--- config.mk ---
export PLATFORM = sky130hd
export DESIGN_NAME = uart_rx
export DESIGN_NICKNAME = d
export VERILOG_FILES = /design/src/rtl/uart_pkg.sv /design/src/rtl/uart_sync_bit.sv /design/src/rtl/uart_rx.sv
export SDC_FILE = /design/constraint.sdc
export NUM_CORES = 1
export LEC_CHECK = 0
export ABC_AREA = 0
export BUFFER_PORTS_ARGS = -buffer_cell sky130_fd_sc_hd__buf_2
export CORE_MARGIN = 2
export CORE_UTILIZATION = 58
export CTS_CLUSTER_DIAMETER = 120
export DETAILED_ROUTE_END_ITERATION = 6
export PLACE_DENSITY = 0.79
export SETUP_SLACK_MARGIN = 0.02
export SLEW_MARGIN = 20
export SYNTH_ARGS = -nofsm -noshare
export SYNTH_HDL_FRONTEND = slang
export SYNTH_SLANG_ARGS = --single-unit
--- constraint.sdc ---
create_clock -name clk -period 2.4 [get_ports clk]
set_input_delay 0 -clock clk [delete_from_list [all_inputs] [get_ports clk]]
set_output_delay 0 -clock clk [all_outputs]
set_load 0.01 [all_outputs]
--- src/rtl/uart_pkg.sv ---
// Shared UART definitions: receiver state encoding, oversampling default
// and the single parity definition used by both the TX and RX shifters.
package uart_pkg;

    localparam int OSR_DEFAULT = 16;

    typedef enum logic [2:0] {
        RX_IDLE,
        RX_START,
        RX_DATA,
        RX_PARITY,
        RX_STOP
    } rx_state_t;

    // Expected parity bit for the valid data bits selected by wls (0..3 = 5..8 bits).
    // Sticky parity forces the bit to ~eps; otherwise eps picks even (1) or odd (0).
    function automatic logic parity_calc(input logic [7:0] data,
                                         input logic [1:0] wls,
                                         input logic       eps,
                                         input logic       sp);
        logic [7:0] mask;
        logic       x;
        mask = 8'hFF >> (2'd3 - wls);
        x    = ^(data & mask);
        if (sp) begin
            return ~eps;
        end
        return eps ? x : ~x;
    endfunction

endpackage

--- src/rtl/uart_sync_bit.sv ---
// N-flop synchroniser for an asynchronous level input that idles high
// (RX line, CTS, DSR). All stages reset to 1 so reset never looks like a start bit.
module uart_sync_bit #(
    parameter int N = 2
) (
    input  logic clk,
    input  logic rst,
    input  logic d,
    output logic q
);

    logic [N-1:0] sync_q;
    logic [N-1:0] sync_d;

    // Shift the raw input one stage deeper each clock.
    always_comb begin
        sync_d = {sync_q[N-2:0], d};
    end

    // Synchroniser register chain.
    // NOTE: sequential state uses non-blocking assignments so every flop samples pre-edge values.
    always_ff @(posedge clk or posedge rst) begin
        if (rst) begin
            sync_q <= '1;
        end else begin
            sync_q <= sync_d;
        end
    end

    assign q = sync_q[N-1];

endmodule

--- src/rtl/uart_rx.sv ---
// 16550-style UART receive shifter, OSR-times oversampled on baud_pulse.
// Build option: define UART_RX_MAJORITY_EN to decide each bit by a 2-of-3
// vote over the three ticks around mid-bit (sampling moves one tick later).
module uart_rx
    import uart_pkg::*;
#(
    parameter int SYNC_STAGES = 2,
    parameter int OSR         = OSR_DEFAULT
) (
    input  logic       clk,
    input  logic       rst,
    input  logic       baud_pulse,
    input  logic       rx,
    input  logic [1:0] wls,
    input  logic       parity_enable,
    input  logic       even_parity_select,
    input  logic       sticky_parity,
    output logic [7:0] rx_data,
    output logic       push,
    output logic       pe,
    output logic       fe,
    output logic       bi,
    output logic       busy
);

`ifdef UART_RX_MAJORITY_EN
    localparam logic [4:0] MID_LOAD = 5'(OSR / 2);
`else
    localparam logic [4:0] MID_LOAD = 5'(OSR / 2 - 1);
`endif
    localparam logic [4:0] BIT_LOAD = 5'(OSR - 1);

    logic rxs;
    logic bit_val;

    rx_state_t  state_q, state_d;
    logic [4:0] count_q, count_d;
    logic [2:0] bit_idx_q, bit_idx_d;
    logic [7:0] data_q, data_d;
    logic [1:0] wls_q, wls_d;
    logic       pen_q, pen_d;
    logic       eps_q, eps_d;
    logic       sp_q, sp_d;
    logic       par_q, par_d;
    logic       pe_int_q, pe_int_d;
    logic       armed_q, armed_d;
    logic [7:0] rx_data_q, rx_data_d;
    logic       push_q, push_d;
    logic       pe_q, pe_d;
    logic       fe_q, fe_d;
    logic       bi_q, bi_d;

    uart_sync_bit #(.N(SYNC_STAGES)) u_rx_sync (
        .clk (clk),
        .rst (rst),
        .d   (rx),
        .q   (rxs)
    );

`ifdef UART_RX_MAJORITY_EN
    logic [1:0] hist_q, hist_d;

    // Keep the two previous tick samples and vote with the current one.
    always_comb begin
        hist_d  = baud_pulse ? {hist_q[0], rxs} : hist_q;
        bit_val = (hist_q[1] & hist_q[0]) | (hist_q[1] & rxs) | (hist_q[0] & rxs);
    end

    // Tick-sample history register.
    always_ff @(posedge clk or posedge rst) begin
        if (rst) begin
            hist_q <= 2'b11;
        end else begin
            hist_q <= hist_d;
        end
    end
`else
    assign bit_val = rxs;
`endif

    // Next-state and datapath: the frame FSM only moves on baud ticks.
    // NOTE: every _d signal gets its default first, so no path can infer a latch.
    always_comb begin
        state_d   = state_q;
        count_d   = count_q;
        bit_idx_d = bit_idx_q;
        data_d    = data_q;
        wls_d     = wls_q;
        pen_d     = pen_q;
        eps_d     = eps_q;
        sp_d      = sp_q;
        par_d     = par_q;
        pe_int_d  = pe_int_q;
        armed_d   = armed_q;
        rx_data_d = rx_data_q;
        pe_d      = pe_q;
        fe_d      = fe_q;
        bi_d      = bi_q;
        push_d    = 1'b0;

        if (baud_pulse) begin
            unique case (state_q)
                RX_IDLE: begin
                    if (rxs) begin
                        armed_d = 1'b1;
                    end else if (armed_q) begin
                        state_d = RX_START;
                        count_d = MID_LOAD;
                    end
                end
                RX_START: begin
                    if (count_q != 5'd0) begin
                        count_d = count_q - 5'd1;
                    end else if (bit_val) begin
                        state_d = RX_IDLE;            // glitch, not a start bit
                    end else begin
                        wls_d     = wls;
                        pen_d     = parity_enable;
                        eps_d     = even_parity_select;
                        sp_d      = sticky_parity;
                        data_d    = 8'h00;
                        bit_idx_d = 3'd0;
                        par_d     = 1'b0;
                        pe_int_d  = 1'b0;
                        count_d   = BIT_LOAD;
                        state_d   = RX_DATA;
                    end
                end
                RX_DATA: begin
                    if (count_q != 5'd0) begin
                        count_d = count_q - 5'd1;
                    end else begin
                        data_d[bit_idx_q] = bit_val;
                        count_d           = BIT_LOAD;
                        if (bit_idx_q == (3'd4 + {1'b0, wls_q})) begin
                            state_d = pen_q ? RX_PARITY : RX_STOP;
                        end else begin
                            bit_idx_d = bit_idx_q + 3'd1;
                        end
                    end
                end
                RX_PARITY: begin
                    if (count_q != 5'd0) begin
                        count_d = count_q - 5'd1;
                    end else begin
                        par_d    = bit_val;
                        pe_int_d = bit_val ^ parity_calc(data_q, wls_q, eps_q, sp_q);
                        count_d  = BIT_LOAD;
                        state_d  = RX_STOP;
                    end
                end
                RX_STOP: begin
                    if (count_q != 5'd0) begin
                        count_d = count_q - 5'd1;
                    end else begin
                        push_d    = 1'b1;
                        rx_data_d = data_q;
                        pe_d      = pe_int_q;
                        fe_d      = ~bit_val;
                        bi_d      = (data_q == 8'h00) && !(pen_q && par_q) && !bit_val;
                        // A low stop bit disarms start detection until the line idles high.
                        if (!bit_val) begin
                            armed_d = 1'b0;
                        end
                        state_d = RX_IDLE;
                    end
                end
                default: state_d = RX_IDLE;
            endcase
        end
    end

    // State, datapath and output registers.
    always_ff @(posedge clk or posedge rst) begin
        if (rst) begin
            state_q   <= RX_IDLE;
            count_q   <= 5'd0;
            bit_idx_q <= 3'd0;
            data_q    <= 8'h00;
            wls_q     <= 2'd0;
            pen_q     <= 1'b0;
            eps_q     <= 1'b0;
            sp_q      <= 1'b0;
            par_q     <= 1'b0;
            pe_int_q  <= 1'b0;
            armed_q   <= 1'b1;
            rx_data_q <= 8'h00;
            push_q    <= 1'b0;
            pe_q      <= 1'b0;
            fe_q      <= 1'b0;
            bi_q      <= 1'b0;
        end else begin
            state_q   <= state_d;
            count_q   <= count_d;
            bit_idx_q <= bit_idx_d;
            data_q    <= data_d;
            wls_q     <= wls_d;
            pen_q     <= pen_d;
            eps_q     <= eps_d;
            sp_q      <= sp_d;
            par_q     <= par_d;
            pe_int_q  <= pe_int_d;
            armed_q   <= armed_d;
            rx_data_q <= rx_data_d;
            push_q    <= push_d;
            pe_q      <= pe_d;
            fe_q      <= fe_d;
            bi_q      <= bi_d;
        end
    end

    assign rx_data = rx_data_q;
    assign push    = push_q;
    assign pe      = pe_q;
    assign fe      = fe_q;
    assign bi      = bi_q;
    assign busy    = (state_q != RX_IDLE);

endmodule

After elaboration in Yosys (flattened, before gate mapping) --
Cells that the tools add are included.
Cells by class: shift operators 1, magnitude comparators 2, eq/ne operators 18, bitwise logic cells 6, muxes and demuxes 50, reductions and logical operators 24, $add $sub $neg 4
Operators by type and width (count):
- $mux 3 | 12
- $mux 5 | 6
- $mux 8 | 3
- $ne 2x2->1 const B | 11
- $pmux 5 s4 | 1
- $mux 1 | 19
- $pmux 8 s2 | 1
- $pmux 3 s5 | 1
- $reduce_and 5->1 | 3
- $reduce_and 6->1 | 2
- $and 8x8->8 | 1
- $bwmux 8 | 1
- $logic_not 8->1 | 1
- $reduce_and 8->1 | 1
- $reduce_xor 8->1 | 1
- $shr 8x2->8 const A | 1
- $eq 3x2->1 const B | 2
- $pmux 1 s2 | 3
- $pmux 3 s2 | 1
- $reduce_bool 2->1 | 3
- $reduce_bool 5->1 | 1
- $sub 5x1->5 const B | 1
- $logic_and 1x1->1 | 4
- $lt 3x4->1 const B | 1
- other kinds (20) | 24
Storage, ports and cells: register bits 41, output and inout port bits 13, bits of input ports 9, logic and storage cells 122

Logic depth before layout (Yosys ltp) --
Gate-level depths: netlist of run 1.
depth after elaboration 13, depth in mapped cells 9, depth with buffers taken out 7

Cells and area by module --
A second synthesis of run 1 with hierarchy kept.
Unflattened totals: cells, all modules 231, area total of the unflattened synthesis 2217.1 um^2
By module, submodules not included:
- uart_rx | cells an instance 228, sequential area each 977.2 um^2, instances 1, area each 2160.8 um^2
- uart_sync_bit | cells an instance 3, sequential area each 52.6 um^2, instances 1, area each 56.3 um^2

Worst setup path before layout of run 1 --
Ideal clock, no wire load.
path kind register to register, start register count_q[0], end register pe_int_q, library setup time 69 ps, data required time 2331 ps, path buffers 1, stages on the path, launching flop included 9, slack 378 ps, arrival 1954 ps, period minus slack after synthesis 2022 ps, cells stage by stage dfrtp_1 inv_1 ha_1 nor4b_4 and2_1 buf_6 nand3_4 or4_1 nand3_1
On the way: cells in the longest elaborated chain, start to end 3, elaborated cells on any way between the ends 4, classes of those cells eq/ne: 2; reduce/logical: 2
RTL lines:
- start, declared | line uart_rx.sv:37 | logic [4:0] count_q, count_d;
- start signal, assigned | line uart_rx.sv:194 | count_q <= count_d;
- $reduce_bool 5->1 * | line uart_rx.sv:112, uart_rx.sv:143
- $ne 2x2->1 (no source line)
- $reduce_and 5->1 (no source line) *
- end signal, assigned | line uart_rx.sv:202 | pe_int_q <= pe_int_d;
- end, declared | line uart_rx.sv:45 | logic pe_int_q, pe_int_d;
Mark *: on every way between the ends. The rest lies on a longest branch, timed or not. A chain may end at the register's enable or synchronous reset.

Final worst setup path of run 1 --
start register data_q[2], end register pe_int_q
On the way: cells in the longest elaborated chain, start to end 11
RTL lines:
- start, declared | line uart_rx.sv:39 | logic [7:0] data_q, data_d;
- start signal, assigned | line uart_rx.sv:196 | data_q <= data_d;
- $and 8x8->8 * | line uart_pkg.sv:24 | x = ^(data & mask);
- $reduce_xor 8->1 * | line uart_pkg.sv:24
- $not 1->1 | line uart_pkg.sv:28 | return eps ? x : ~x;
- $mux 1 * (2 in a row) | line uart_pkg.sv:28
- $mux 1 * | line uart_rx.sv:143 | if (count_q != 5'd0) begin
- $mux 1 * | line uart_rx.sv:102 | unique case (state_q)
- $mux 1 * | line uart_rx.sv:101 | if (baud_pulse) begin
- $xor 1x1->1 * | line uart_rx.sv:147 | pe_int_d = bit_val ^ parity_calc(data_q, wls_q, eps_q, sp_q);
- $mux 1 * | line uart_rx.sv:143
- $pmux 1 s2 * | line uart_rx.sv:102
Mark *: on every way between the ends. The rest lies on a longest branch, timed or not. The select of a mux whose other input is x is not followed.

==> reports/results.tsv, run 1 <==
stage	metric	value	unit
status	status	finished, final reports clean	
min_path	Hold Path Depth	2	
min_path	Hold WC Path Type	primary input to register	
pwr	Max VDD drop	0.0004965	V
yosys	post-synthesis cell area	2063	sq um
sta	post-layout min period	2150	ps
global_route	first-pass GRT wire length	7.493	mm
yosys	Netlist cell types	40	
placement	Placer Congestion	0.8645	
pwr	Leak	1.131	nW
floorplan	CORE AREA	3390	sq um
critical_path	Worst setup SP type	register	
critical_path	Crit. End Element	register	
final_layout	nets	257	
critical_path	crit path DAT	2450	ps
yosys	sequential fraction of the synthesis area	49.91	%
sta	Worst Max-Slew Pin Slew	622.6	ps
yosys	mean post-synth cell area	9.967	sq um
critical_path	R2R cell count	7	
drt	via count	1647	
clock_tree	clk_lat worst skew	360	ps
final_layout	Reg area	1030	sq um
sta	crit share post-route	89.58	%
yosys	syn nets	220	
critical_path	WP data required	2700	ps
final_layout	ANT cells	0	
clock_tree	clk sinks	41	
sta	setup TNS	0	ps
min_path	hold wc startpoint	rx	
global_route	Total GRT Usage	24.08	%
pwr	P per Cell Area	830.2	nW/um^2
clock_tree	H-Tree Depth	2	
clock_tree	total CTS buffers	5	
critical_path	CP Max Fanout	2	
sta	slew margin rel.	58.21	%
drt	Top Layer Used	met4	
critical_path	WS Path Type	register to register	
drt	routed wl met2	2.091	mm
clock_tree	PostCTS Resize Cnt	0	
drt	Total Routed Length	4.247	mm
clock_tree	root buffer cell	clkbuf_4	
critical_path	reg2reg start	data_q[2]$_DFFE_PP0P_	
final_layout	Filler Cells Inserted	263	
floorplan	Rows	21	
clock_tree	CTS tree	yes	
sta	fin. max-slew vios	0	
floorplan	die footprint	4051	sq um
drt	DR WL met3	174	um
floorplan	io pins	22	
sta	RSZ-0062 raised after global routing	false	
sta	Max Clk Rate	465.1	MHz
drt	DR WL/cell	14.59	um
yosys	Yosys reg bits	41	
final_layout	P&R area growth vs syn	17.10	%
drt	DRC	0	
placement	# port buffers	21	
yosys	Post-Synthesis Cells	207	
global_route	vias in the first global route	1578	
final_layout	layout cells sized above 1	22.04	%
placement	DP Worst Slack	325.8	ps
global_route	pin count of the biggest net entering global routing	42	
min_path	hold path endpoint	u_rx_sync.sync_q[0]$_DFF_PP1_	
floorplan	die width	63.65	um
run	max-capacitance violation count	0	
drt	DR iter-0 viols	87	
sta	Hold Vio Cnt, Final	0	
sta	Clock Skews	11.98	ps
critical_path	R2R Path End	pe_int_q$_DFFE_PP0P_	
drt	Vias/cell	5.660	
placement	Post-DP HPWL	2.957	mm
global_route	remaining global-route overflow	0	
critical_path	reg2reg setup slack	250	ps
sta	final worst slack	250.0	ps
floorplan	Die H	63.65	um
drt	Antenna Nets Post-Route	0	
clock_tree	clock buffer depth	2	
yosys	Yosys warnings	0	
sta	Setup Viol. Count Final	0	
clock_tree	Reg clk slew, reported paths	130	ps
final_layout	area of the multi-input gates	935.9	sq um
floorplan	Initial Utilization	60.87	%
drt	Metal-1 WL	1.925	mm
drt	drt first pass iters	4	
global_route	initial antenna violation count	0	
## sequential cells by signal, summed over array words and instances, names as in the netlist, 2 cells and up
signal,count
count_q,5
rx_data,8
state_q,3
bit_idx_q,3
u_rx_sync.sync_q,2
data_q,8
wls_q,2
## worst max-delay path, stage by stage (launching register included)
cell and delay (ps):
dfrtp_1 380, inv_1 60, ha_1 310, xnor3_1 380
xor2_1 190, xnor2_1 160, or4_1 500, nand3_1 100
## kinds of logic after synthesis
| group | share of synthesized area (%) |
|---|---|
| AOI/OAI and AO/OA | 16.98 |
| buffers and inverters | 4.730 |
| DFF | 49.91 |
| xor gates and xnor gates | 3.638 |
| muxes | 7.399 |
| and+or+nand+nor | 14.92 |
| adders and majority gates | 2.426 |
## synthesized netlist by cell type, drive strengths merged
cell    number  area [sq um]
xnor2        5         43.79
o31ai        2         15.01
o211ai       3         22.52
inv         17         63.81
xnor3        1         22.52
nand3       10         67.57
a221o        1         10.01
and2         1         6.260
buf          1         11.26
mux2        10         112.6
nor3         6         30.03
nand2       18         70.07
xor2         1         8.760
o22a         1         8.760
o21ai       32         160.2
nor4         1         6.260
nand2b       3         18.77
dfrtp       38         950.9
or4          2         15.01
mux2i        4         40.04
a211oi       1         7.510
ha           4         50.05
a21boi       1         7.510
a31oi        5         31.28
dfstp        3         78.83
a21oi        8         40.04
and3         1         6.260
nor2b        1         6.260
a22o         2         17.52
o21a         3         22.52
nor4b        1         23.77
nor4bb       1         10.01
a22oi        1         7.510
nor2        11         41.29
nand4        1         6.260
clkbuf       6         22.52
## how the worst max path moves through the flow
stage	start	end	slack (ps)
finish	data_q[2]$_DFFE_PP0P_	pe_int_q$_DFFE_PP0P_	250
global route	count_q[0]$_DFFE_PP0P_	armed_q$_DFFE_PP1P_	70
CTS	data_q[2]$_DFFE_PP0P_	pe_int_q$_DFFE_PP0P_	260
detailed placement	count_q[0]$_DFFE_PP0P_	data_q[2]$_DFFE_PP0P_	330
global placement	data_q[2]$_DFFE_PP0P_	pe_int_q$_DFFE_PP0P_	400
floorplan	count_q[0]$_DFFE_PP0P_	pe_int_q$_DFFE_PP0P_	380
## cells in the final DEF, fill, tap and decap left out, types with 8 or more instances in the layout
| cell type | n |
|---|---|
| a21oi_1 | 8 |
| buf_2 | 21 |
| buf_4 | 8 |
| dfrtp_1 | 38 |
| dlygate4sd3_1 | 8 |
| inv_1 | 17 |
| mux2_2 | 10 |
| nand2_1 | 17 |
| nand3_1 | 8 |
| nor2_1 | 11 |
| o21ai_0 | 31 |
## what timing repair did
action	4_1_cts	5_1_grt
buffers inserted	0	0
endpoints found under the hold margin	46	0
hold buffers	8	0
## per-stage QoR
step	power [mW]	instance area [sq um]	cells	utilization (%)	hold WS, ps
3_5_place_dp	1.542	2252	275	66.45	120.3
6_report	2.006	2416	291	71.28	289.7
5_1_grt	2.147	2416	291	71.28	288.9
2_1_floorplan	1.373	2063	207	-	4.478
3_3_place_gp	1.516	2252	275	66.45	108.8
4_1_cts	2.011	2416	291	71.28	281.9
## per-layer routing
metal	vias to the layer above	track usage (%)
li1	803	-
met1	796	31.81
met2	41	39.34
met3	7	6.071
met4	0	6.793
met5	-	0
## power breakdown
group	leakage [nW]	switching [mW]	internal, mW
Sequential	0.543	0.105	0.780
Clock	0.0414	0.238	0.220
Combinational	0.546	0.367	0.296
Total	1.13	0.710	1.30
## cell type report
class	instances	area share (%)
sequential	41	42.62
multi-input combinational	142	38.74
timing repair buffer	37	10.15
inverter	17	2.641
tap	46	2.382
clock inverter	3	1.916
clock buffer	5	1.554
No activity file was read; power rests on OpenSTA's default activity.
==> run 2: changes to the inputs <==
--- a/config.mk
+++ b/config.mk
@@ -12,7 +12,7 @@
 export CTS_CLUSTER_DIAMETER = 120
 export DETAILED_ROUTE_END_ITERATION = 6
 export PLACE_DENSITY = 0.79
-export SETUP_SLACK_MARGIN = 0.02
+export SETUP_SLACK_MARGIN = 0.4
 export SLEW_MARGIN = 20
 export SYNTH_ARGS = -nofsm -noshare
 export SYNTH_HDL_FRONTEND = slang
==> reports/results.tsv, run 2 (synthesized netlist as in run 1, its figures left out) <==
stage	metric	value	unit
pwr	P per Cell Area	805.2	nW/um^2
global_route	first-pass GRT wire length	7.224	mm
sta	post-layout min period	2051	ps
final_layout	Reg area	1030	sq um
sta	crit share post-route	85.45	%
final_layout	final core utilization	72.57	%
placement	# port buffers	21	
critical_path	Crit. End Element	register	
final_layout	P&R area growth vs syn	19.22	%
sta	slew margin rel.	67.00	%
placement	Placer Congestion	0.8414	
sta	Max Clk Rate	487.6	MHz
sta	Worst Max-Slew Pin Slew	495.1	ps
sta	fin. max-slew vios	0	
final_layout	nets	259	
critical_path	Largest stage delay, worst path	530	ps
placement	placed insts	274	
placement	Post-DP HPWL	2.759	mm
clock_tree	clk_lat worst skew	360	ps
clock_tree	H-Tree Depth	2	
drt	Antenna Nets Post-Route	0	
sta	Hold Vio Cnt, Final	0	
floorplan	io pins	22	
final_layout	Non-Filler Instances	293	
final_layout	area of the multi-input gates	989.7	sq um
pwr	Leak	1.143	nW
status	status	finished, final reports clean	
drt	Vias/cell	5.768	
global_route	Total GRT Usage	23.25	%
floorplan	Rows	21	
clock_tree	CTS tree	yes	
critical_path	crit-path cells	inv_2 -> ha_4 -> xnor3_1 -> xor2_1 -> xnor2_1 -> or4_4 -> nand3_2	
critical_path	crit path DAT	2360	ps
critical_path	Worst setup SP type	register	
sta	Setup Viol. Count Final	0	
clock_tree	root buffer cell	clkbuf_4	
critical_path	Critical-path top delay cell	or4_4	
min_path	Hold WC Path Type	primary input to register	
final_layout	ANT cells	0	
drt	DRC	0	
critical_path	WP data required	2710	ps
floorplan	die footprint	4051	sq um
placement	DP Worst Slack	380.4	ps
floorplan	Initial Utilization	60.87	%
drt	Total Routed Length	4.262	mm
final_layout	layout cells sized above 1	27.53	%
clock_tree	clk sinks	41	
pwr	Max VDD drop	0.0004338	V
drt	DR WL/cell	14.55	um
clock_tree	Reg clk slew, reported paths	130	ps
drt	drt first pass iters	4	
clock_tree	total CTS buffers	5	
final_layout	commonest non-fill, non-tap cell in the layout	dfrtp_1	
floorplan	CORE AREA	3390	sq um
sta	setup TNS	0	ps
floorplan	die width	63.65	um
run	max-capacitance violation count	0	
clock_tree	clock buffer depth	2	
global_route	initial antenna violation count	0	
critical_path	CP Max Fanout	2	
critical_path	reg2reg setup slack	350	ps
sta	final worst slack	349.2	ps
global_route	pin count of the biggest net entering global routing	42	
floorplan	Die H	63.65	um
final_layout	Filler Cells Inserted	232	
sta	Clock Skews	12.12	ps
global_route	remaining global-route overflow	0	
sta	RSZ-0062 raised after global routing	true	
global_route	vias in the first global route	1575	
critical_path	WS Path Type	register to register	
final_layout	commonest non-fill, non-tap cells in the layout	dfrtp_1, o21ai_0, buf_2, nand2_1, inv_1	
drt	via count	1690	
drt	DR iter-0 viols	79	
run 2: final cells by class:
cell class                      count  share of cell area, %
Inverter                           17                  2.594
Timing Repair Buffer               39                  10.73
Clock buffer                        5                  1.526
Sequential cell                    41                  41.86
Multi-Input combinational cell    142                  40.23
Tap cell                           46                  2.340
Clock inverter                      3                 0.7121
run 2: routing by layer:
metal,part of all wire [%],track usage (%),vias up
met1,44,29.59,806
met2,49,39.08,67
met4,1.3,5.978,0
met3,5.9,6.429,5
li1,-,-,812
met5,0,0,-
run 2: path summary, 6_finish.rpt:
kind / start / end / cells after the start
worst max-delay path: data_q[2]$_DFFE_PP0P_ / pe_int_q$_DFFE_PP0P_ / 7
worst min-delay path: rx / u_rx_sync.sync_q[0]$_DFF_PP1_ / 2
worst max register to register: data_q[2]$_DFFE_PP0P_ / pe_int_q$_DFFE_PP0P_ / 7
worst min register to register: u_rx_sync.sync_q[0]$_DFF_PP1_ / u_rx_sync.sync_q[1]$_DFF_PP1_ / 0
max in group asynchronous: rst / armed_q$_DFFE_PP1P_ / 4
min in group asynchronous: rst / data_q[3]$_DFFE_PP0P_ / 4
run 2: through the flow:
stage | total power, mW | hold WS (ps) | area [sq um]
2_1_floorplan | 1.376 | 4.478 | 2066
3_3_place_gp | 1.520 | 108.0 | 2247
3_5_place_dp | 1.541 | 108.6 | 2247
4_1_cts | 1.929 | 273.9 | 2397
5_1_grt | 2.137 | 250.1 | 2460
6_report | 1.981 | 279.2 | 2460
run 2: power by group:
part | switching [mW] | internal, mW
combinational | 0.406 | 0.347
sequential | 0.105 | 0.780
clock | 0.232 | 0.111
total | 0.743 | 1.24
run 2: what timing repair did:
item,in CTS,in global routing
gates resized for setup,0,17
hold buffers,8,0
pin swaps,3,5
endpoints found under the setup margin,1,27
gates cloned,0,1
setup buffers,2,0
endpoints found under the hold margin,45,0
run 2: critical path: cells and delay by family, from the launching register on:
| family | cells | cell delay [ps] |
|---|---|---|
| fa+ha+maj | 1 | 190 |
| flops | 1 | 420 |
| xor+xnor | 3 | 710 |
| buf+inv | 1 | 80 |
| simple gates | 2 | 600 |
